File: src/rtl/rf_pkg.sv
// Shared types and sizes for the RV32I register-file write-back slice.
package rf_pkg;

  localparam int unsigned XLEN   = 32;
  localparam int unsigned REG_AW = 5;
  localparam int unsigned NREGS  = 32;

  // Which producer won the most recent write-back grant.
  typedef enum logic {
    REQ_ALU = 1'b0,
    REQ_LSU = 1'b1
  } wb_req_t;

  // One write-back request: destination register and data.
  typedef struct packed {
    logic [REG_AW-1:0] rd;
    logic [XLEN-1:0]   data;
  } wb_req_s;

endpackage

File: src/rtl/rf_scoreboard.sv
// Register write-pending scoreboard with issue-stall and forward-hit logic.
// Optional feature: define RF_WB_BYPASS_EN to let a source register that is
// being written this cycle bypass the stall and take rf_w_val instead.
module rf_scoreboard
  import rf_pkg::*;
(
  input  logic              clock,
  input  logic              reset,
  input  logic              iss_valid,
  input  logic [REG_AW-1:0] iss_rd,
  input  logic [REG_AW-1:0] iss_rs1,
  input  logic [REG_AW-1:0] iss_rs2,
  input  logic [REG_AW-1:0] clr_addr,
  output logic [NREGS-1:0]  busy,
  output logic              iss_stall,
  output logic              fwd_rs1_hit,
  output logic              fwd_rs2_hit
);

  logic [NREGS-1:0] busy_q;
  logic [NREGS-1:0] busy_d;
  logic             set_en;

  // Forward hits: the register being committed this cycle matches a source.
`ifdef RF_WB_BYPASS_EN
  always_comb begin
    fwd_rs1_hit = (clr_addr == iss_rs1) && (clr_addr != '0);
    fwd_rs2_hit = (clr_addr == iss_rs2) && (clr_addr != '0);
  end
`else
  always_comb begin
    fwd_rs1_hit = 1'b0;
    fwd_rs2_hit = 1'b0;
  end
`endif

  // Stall on RAW (unless forwarded) or WAW against any pending write.
  always_comb begin
    iss_stall = iss_valid &&
                ((busy_q[iss_rs1] && !fwd_rs1_hit) ||
                 (busy_q[iss_rs2] && !fwd_rs2_hit) ||
                 busy_q[iss_rd]);
    set_en    = iss_valid && !iss_stall && (iss_rd != '0);
  end

  // Next busy vector: commit clears first so a same-register set wins.
  always_comb begin
    busy_d           = busy_q;
    busy_d[clr_addr] = 1'b0;
    if (set_en) begin
      busy_d[iss_rd] = 1'b1;
    end
    busy_d[0]        = 1'b0;
  end

  // Busy state register.
  always_ff @(posedge clock) begin
    if (reset) begin
      busy_q <= '0;
    end else begin
      busy_q <= busy_d;
    end
  end

  assign busy = busy_q;

endmodule

File: src/rtl/rf_wb_arbiter.sv
// Write-back arbiter for the register file's single write port: round-robin
// between ALU and LSU, registered write port, and the hazard scoreboard.
// Optional feature: RF_WB_BYPASS_EN (handled inside rf_scoreboard).
module rf_wb_arbiter
  import rf_pkg::REG_AW, rf_pkg::NREGS, rf_pkg::wb_req_t,
         rf_pkg::REQ_ALU, rf_pkg::REQ_LSU;
#(
  parameter int unsigned XLEN    = 32,
  parameter logic        RR_INIT = 1'b1
) (
  input  logic              clock,
  input  logic              reset,
  input  logic              iss_valid,
  input  logic [REG_AW-1:0] iss_rd,
  input  logic [REG_AW-1:0] iss_rs1,
  input  logic [REG_AW-1:0] iss_rs2,
  output logic              iss_stall,
  input  logic              alu_valid,
  input  logic [REG_AW-1:0] alu_rd,
  input  logic [XLEN-1:0]   alu_data,
  output logic              alu_ready,
  input  logic              lsu_valid,
  input  logic [REG_AW-1:0] lsu_rd,
  input  logic [XLEN-1:0]   lsu_data,
  output logic              lsu_ready,
  output logic [REG_AW-1:0] rf_rd_addr,
  output logic [XLEN-1:0]   rf_w_val,
  output logic [NREGS-1:0]  busy,
  output logic              fwd_rs1_hit,
  output logic              fwd_rs2_hit
);

  wb_req_t           last_grant_q;
  wb_req_t           last_grant_d;
  logic [REG_AW-1:0] rd_q;
  logic [REG_AW-1:0] rd_d;
  logic [XLEN-1:0]   wdata_q;
  logic [XLEN-1:0]   wdata_d;

  // Ready depends only on the valids and who won last, never on ready.
  always_comb begin
    alu_ready = alu_valid && (!lsu_valid || (last_grant_q == REQ_LSU));
    lsu_ready = lsu_valid && (!alu_valid || (last_grant_q == REQ_ALU));
  end

  // Select the granted request; no grant drives a no-op write to x0.
  always_comb begin
    last_grant_d = last_grant_q;
    rd_d         = '0;
    wdata_d      = '0;
    if (alu_ready) begin
      last_grant_d = REQ_ALU;
      rd_d         = alu_rd;
      wdata_d      = alu_data;
    end else if (lsu_ready) begin
      last_grant_d = REQ_LSU;
      rd_d         = lsu_rd;
      wdata_d      = lsu_data;
    end
  end

  // Round-robin pointer and register-file write port.
  always_ff @(posedge clock) begin
    if (reset) begin
      last_grant_q <= wb_req_t'(RR_INIT);
      rd_q         <= '0;
      wdata_q      <= '0;
    end else begin
      last_grant_q <= last_grant_d;
      rd_q         <= rd_d;
      wdata_q      <= wdata_d;
    end
  end

  assign rf_rd_addr = rd_q;
  assign rf_w_val   = wdata_q;

  rf_scoreboard u_scoreboard (
    .clock       (clock),
    .reset       (reset),
    .iss_valid   (iss_valid),
    .iss_rd      (iss_rd),
    .iss_rs1     (iss_rs1),
    .iss_rs2     (iss_rs2),
    .clr_addr    (rd_q),
    .busy        (busy),
    .iss_stall   (iss_stall),
    .fwd_rs1_hit (fwd_rs1_hit),
    .fwd_rs2_hit (fwd_rs2_hit)
  );

endmodule

File: config.mk
export PLATFORM = sky130hd
export DESIGN_NAME = rf_wb_arbiter
export DESIGN_NICKNAME = d
export VERILOG_FILES = /design/src/rtl/rf_pkg.sv /design/src/rtl/rf_scoreboard.sv /design/src/rtl/rf_wb_arbiter.sv
export SDC_FILE = /design/constraint.sdc
export NUM_CORES = 1
export LEC_CHECK = 0
export BUFFER_PORTS_ARGS = -buffer_cell sky130_fd_sc_hd__buf_2
export CAP_MARGIN = 20
export CORE_ASPECT_RATIO = 1.5
export CORE_UTILIZATION = 51
export CTS_CLUSTER_SIZE = 14
export DETAILED_ROUTE_END_ITERATION = 8
export PLACE_DENSITY = 0.86
export SYNTH_ARGS = -nofsm -noshare
export SYNTH_HDL_FRONTEND = slang
export SYNTH_SLANG_ARGS = --single-unit
export TNS_END_PERCENT = 50
File: constraint.sdc
create_clock -name clock -period 5.55 [get_ports clock]
set_input_delay 0 -clock clock [delete_from_list [all_inputs] [get_ports clock]]
set_output_delay 0 -clock clock [all_outputs]
set_load 0.03 [all_outputs]
Word level (Yosys, flattened, before mapping). Cells that the tools add are included.

Word-level logic and storage cells: 48. Bits of input ports: 94. Output and inout port bits: 74. Bits in registers: 70.

Magnitude comparators: 6. Bitwise gates (word level): 4. Reductions and logical operators: 16. Mux-type cells: 17.

Operators with widths (number): $mux 32 (3); $and 32x32->32 (1); $not 32->32 (1); $or 32x32->32 (1); $lt 5x6->1 const B (4); $bmux 1 s5 (3); $demux 1 s5 (2); $ge 5x1->1 const B (2); $mux 5 (2); $logic_and 1x1->1 (7); $mux 1 (7); $reduce_bool 5->1 (1); $logic_or 1x1->1 (4); $logic_not 1->1 (3); $reduce_bool 2->1 (1); $not 1->1 (1).

Logic depth before layout (Yosys ltp).
Word-level depth: 9. Gate-level depth with buffers: 9. Gate-level depth less buffers: 6.

Modules after synthesis. Synthesis repeated with hierarchy kept, for this count alone.

Cells, all modules: 491. Area, all modules: 4769.6 um2.

By module, submodules not included: rf_scoreboard (seq. area each 620.6 um2, cells an instance 314, area an instance 2815.2 um2, times used 1); rf_wb_arbiter (seq. area each 760.7 um2, cells an instance 177, area an instance 1954.4 um2, times used 1).

Worst setup path after synthesis. Ideal clock, no wire load.

Path type: flip-flop to flip-flop. From: register u_scoreboard.busy_q[27] (netlist: u_scoreboard.busy[27]). To: register u_scoreboard.busy_q[21] (netlist: u_scoreboard.busy[21]). Setup time: 0.101 ns. Path buffers: 1. Cell stages (with the launch flop): 8. Arrival: 2.114 ns. Required time: 5.449 ns. Clock period less this slack: 2.215 ns. Slack: 3.335 ns. Path through: dfxtp_1 > mux4_2 > o211ai_2 > a21oi_2 > a2111oi_4 > nand4b_4 > buf_6 > o41ai_1.

Word-level cells in the longest chain between the ends: 9. Elaborated cells on any way between the ends: 13. Classes of those cells: mux (7); reduce/logical (6).

RTL lines: start, declared (RTL line rf_scoreboard.sv:20) `logic [NREGS-1:0] busy_q;`; start signal, assigned (RTL line rf_scoreboard.sv:61) `busy_q <= busy_d;`; $bmux 1 s5 (on tied branches) (RTL line rf_scoreboard.sv:40, rf_scoreboard.sv:41); $mux 1 (on tied branches) (RTL line rf_scoreboard.sv:40, rf_scoreboard.sv:41); $logic_or 1x1->1 (RTL line rf_scoreboard.sv:40) `((busy_q[iss_rs1] && !fwd_rs1_hit) ||`; $logic_or 1x1->1 (*) (RTL line rf_scoreboard.sv:41) `(busy_q[iss_rs2] && !fwd_rs2_hit) ||`; $logic_and 1x1->1 (*) (RTL line rf_scoreboard.sv:39) `iss_stall = iss_valid &&`; $logic_not 1->1 (*) (RTL line rf_scoreboard.sv:43) `set_en = iss_valid && !iss_stall && (iss_rd != '0);`; $logic_and 1x1->1 (*) (2 in series) (RTL line rf_scoreboard.sv:43); $mux 32 (*) (RTL line rf_scoreboard.sv:50) `if (set_en) begin`.

Every way passes the cells marked *; elsewhere a longest branch is shown, timed or not. The select of a mux whose other input is x is not followed. A chain may end at the register's enable or synchronous reset.

Final worst setup path.
From: register u_scoreboard.busy_q[27] (netlist: u_scoreboard.busy[27]). To: output port iss_stall.

Word-level cells in the longest chain between the ends: 5. Elaborated cells on any way between the ends: 9. Classes of those cells: mux (6); reduce/logical (3).

RTL lines: $bmux 1 s5 (on tied branches) (RTL line rf_scoreboard.sv:40, rf_scoreboard.sv:41); $mux 1 (on tied branches) (RTL line rf_scoreboard.sv:40, rf_scoreboard.sv:41); $logic_or 1x1->1 (RTL line rf_scoreboard.sv:40); $logic_or 1x1->1 (*) (RTL line rf_scoreboard.sv:41); $logic_and 1x1->1 (*) (RTL line rf_scoreboard.sv:39); end, declared (RTL line rf_wb_arbiter.sv:17) `output logic iss_stall,`.

Marked as above.

==> impl_metrics.ini <==
[logic_synthesis]
synth_edf_count = 0
synth-seq-cells = 69
syn_area_um2 = 3725
async_flop_share_pct = 0
synth_seq_area_share_pct = 37.08
ys.flop_type = dfxtp_1
yosysWarnings = 0
synth_cell_types = 52
postSynthAreaPerCell_um2 = 9.454
synthCells = 394

[clock_network]
cts_tree = built
htreeDepth = 3
cts.sinks = 69
post_cts.repair.setup_buffers = 0
ctsRootBufferMaster = clkbuf_8
cts_made_buffers = 9
path_clk_slew_ns = 0.08
clk_latency_ns = 0.35
cts_buffer_depth = 2

[timing]
clock_skew_ns = 0.007920
period_needed_ns = 2.917
fin_crit_sh_pct = 52.56
hold_ws_ns = 0.1576
hold_violations = 0
finalSetupViolCount = 0
rsz0062_at_grt = false
drv_slew = 0
setup_tns_ns = 0
worstMarginPinSlew_ns = 0.9744
fmax_mhz = 342.8
slew_headroom_pct = 34.97

[global_routing]
grt_start_max_net_pins = 41
grt_pass1_vias = 4514
grt_overflow_total = 0
gr-usage-all-layers_pct = 42.19
antenna_found_initial = 0
grt_pass1_wl_um = 24320

[setup_path]
worstPathCellList = mux4_2 > o211ai_2 > a21oi_2 > a2111oi_4 > nand4b_4 > o21a_1 > buf_2
cp-endpoint = iss_stall
regToRegSetupSlack_ns = 2.79
r2r_cells = 6
reg2reg_from = u_scoreboard.busy[27]$_SDFF_PP0_
crit_path_end_kind = output pin
required_ns = 5.55
arrival_ns = 2.92
crit_cells = 7
reg2reg_to = u_scoreboard.busy[11]$_SDFF_PP0_
slowest_delay_ns = 0.51
worstSetupPathType = flip-flop to output pin
critPathTopFamily = compound AO/OA/AOI/OAI gates
start_kind = flip-flop
startpoint = u_scoreboard.busy[27]$_SDFF_PP0_
cp_max_fo = 32
crit_buf_inv = 1
critPathSlowestCell = mux4_2

[worst_hold_path]
hold_class = primary input to flip-flop

[cells_and_area]
nets = 704
antenna_cells = 0
fin_util_pct = 78.34
area_growth_pct = 46.05
final_cell_mix = buf_2 (164), dlygate4sd3_1 (76), dfxtp_1 (69), nor2_1 (44), a22oi_1 (38)
final_common_cell = buf_2
nFillCells = 435
drive_above_1_share_pct = 33.50

[routing]
drt_first_pass_iters = 5
drtIter0Drc = 637
vias = 4545
detail-route-antenna-nets = 0
postRouteWirelength_um = 15660
wl_per_cell_um = 22.59
drc = 0
vias_per_cell = 6.558

[floorplan]
io_pins = 168
die_y_um = 106.7
row_count = 37
die_x_um = 71.78
initial_core_util_pct = 53.64
dieArea_um2 = 7656
coreArea_um2 = 6944

[job]
cap_violations = 0

[placed_design]
port_buffers = 164
place.gp.congestion = 1.037
hpwl_um = 9330

[pwr]
irDropWorstVdd_uv = 192.5
p_leak_nw = 2.412
p_per_area_nw_per_um2 = 233.4

[status]
status = complete, no violations
-- state kept, by name, indices dropped and copies added (netlist names) --
signal / flops
last_grant_q: 1
rf_rd_addr: 5
rf_w_val: 32
u_scoreboard.busy: 31
-- stage by stage --
step	area [µm²]	total power [mW]	cells	setup slack [ns]
finish	5440	1.270	693	2.633
global route	5440	1.306	693	2.557
CTS	5424	1.233	692	2.574
detailed placement	4453	0.7633	600	2.972
global placement	4453	0.7596	600	3.011
floorplan	3732	0.6893	396	3.335
-- what timing repair did --
action,in CTS,in global routing
hold buffers,76,0
gates resized for setup,0,0
hold endpoints to repair,38,0
-- kinds of logic (layout without fill, tap and decap cells) --
group	count (synthesis)	after routing	share of synthesized area, %
simple gates	144	144	20.12
compound gates	104	104	23.65
flops	69	69	37.08
buf+inv	43	262	6.013
mux	33	33	13.03
other cells	1	3	0.1007
-- tightest hold or removal path: cells and delay by family --
| family | cells | cell delay (ns) |
|---|---|---|
| simple gates | 1 | 0.19 |
| compound gates | 1 | 0.08 |
| buf+inv | 1 | 0.18 |
-- layer usage --
| metal | track usage, % | share of wire, % |
|---|---|---|
| met2 | 69.95 | 49 |
| met5 | 0 | 0 |
| met3 | 11.94 | 11 |
| met4 | 22.55 | 5.2 |
| met1 | 48.62 | 35 |
-- report_power, final --
| part | total, mW | leakage, nW | internal, mW | switching [mW] |
|---|---|---|---|---|
| combinational | 0.300 | 1.75 | 0.125 | 0.175 |
| sequential | 0.531 | 0.564 | 0.515 | 0.0164 |
| clock | 0.439 | 0.102 | 0.232 | 0.207 |
-- synth_stat cells (3+ instances only) --
cell,instances,area (µm²)
buf_4,3,22.52
clkbuf_1,24,90.09
dfxtp_1,69,1381
nor3b_1,5,37.54
o311ai_0,4,35.03
buf_2,4,20.02
inv_1,4,15.01
nand2_1,28,105.1
nor2_1,44,165.2
nor4_1,3,18.77
o41ai_2,5,81.33
nor2b_1,11,68.82
buf_6,4,45.04
nand3b_1,6,45.04
o41ai_1,26,227.7
o211ai_1,12,90.09
mux2i_1,20,200.2
a21oi_1,3,15.01
mux4_2,7,157.7
nand4b_1,3,26.28
nand3_1,26,130.1
mux4_1,4,105.1
buf_1,3,11.26
a22oi_1,38,285.3
-- worst min-delay path by stage --
stage | startpoint | endpoint | cells past startpoint | slack (ns)
3_3_place_gp | lsu_data[2] | rf_w_val[2]$_SDFF_PP0_ | 3 | 0.23
5_1_grt | iss_rd[4] | u_scoreboard.busy[23]$_SDFF_PP0_ | 3 | 0.16
4_1_cts | iss_rd[4] | u_scoreboard.busy[30]$_SDFF_PP0_ | 3 | 0.15
6_report | iss_rd[4] | u_scoreboard.busy[20]$_SDFF_PP0_ | 3 | 0.16
2_1_floorplan | lsu_valid | last_grant_q$_SDFFE_PP1P_ | 2 | 0.13
3_5_place_dp | lsu_data[10] | rf_w_val[10]$_SDFF_PP0_ | 3 | 0.24
-- cell type report --
class | instances | area, µm² | share of cell area (%)
repair buffers | 242 | 1604 | 29.48
clock inverters | 5 | 58.81 | 1.081
flip-flops and latches | 69 | 1381 | 25.39
multi-input cells | 284 | 2132 | 39.19
clock buffers | 11 | 151.4 | 2.783
well taps | 78 | 97.59 | 1.794
inverters | 4 | 15.01 | 0.2760
(Power assumes the default switching activity.)
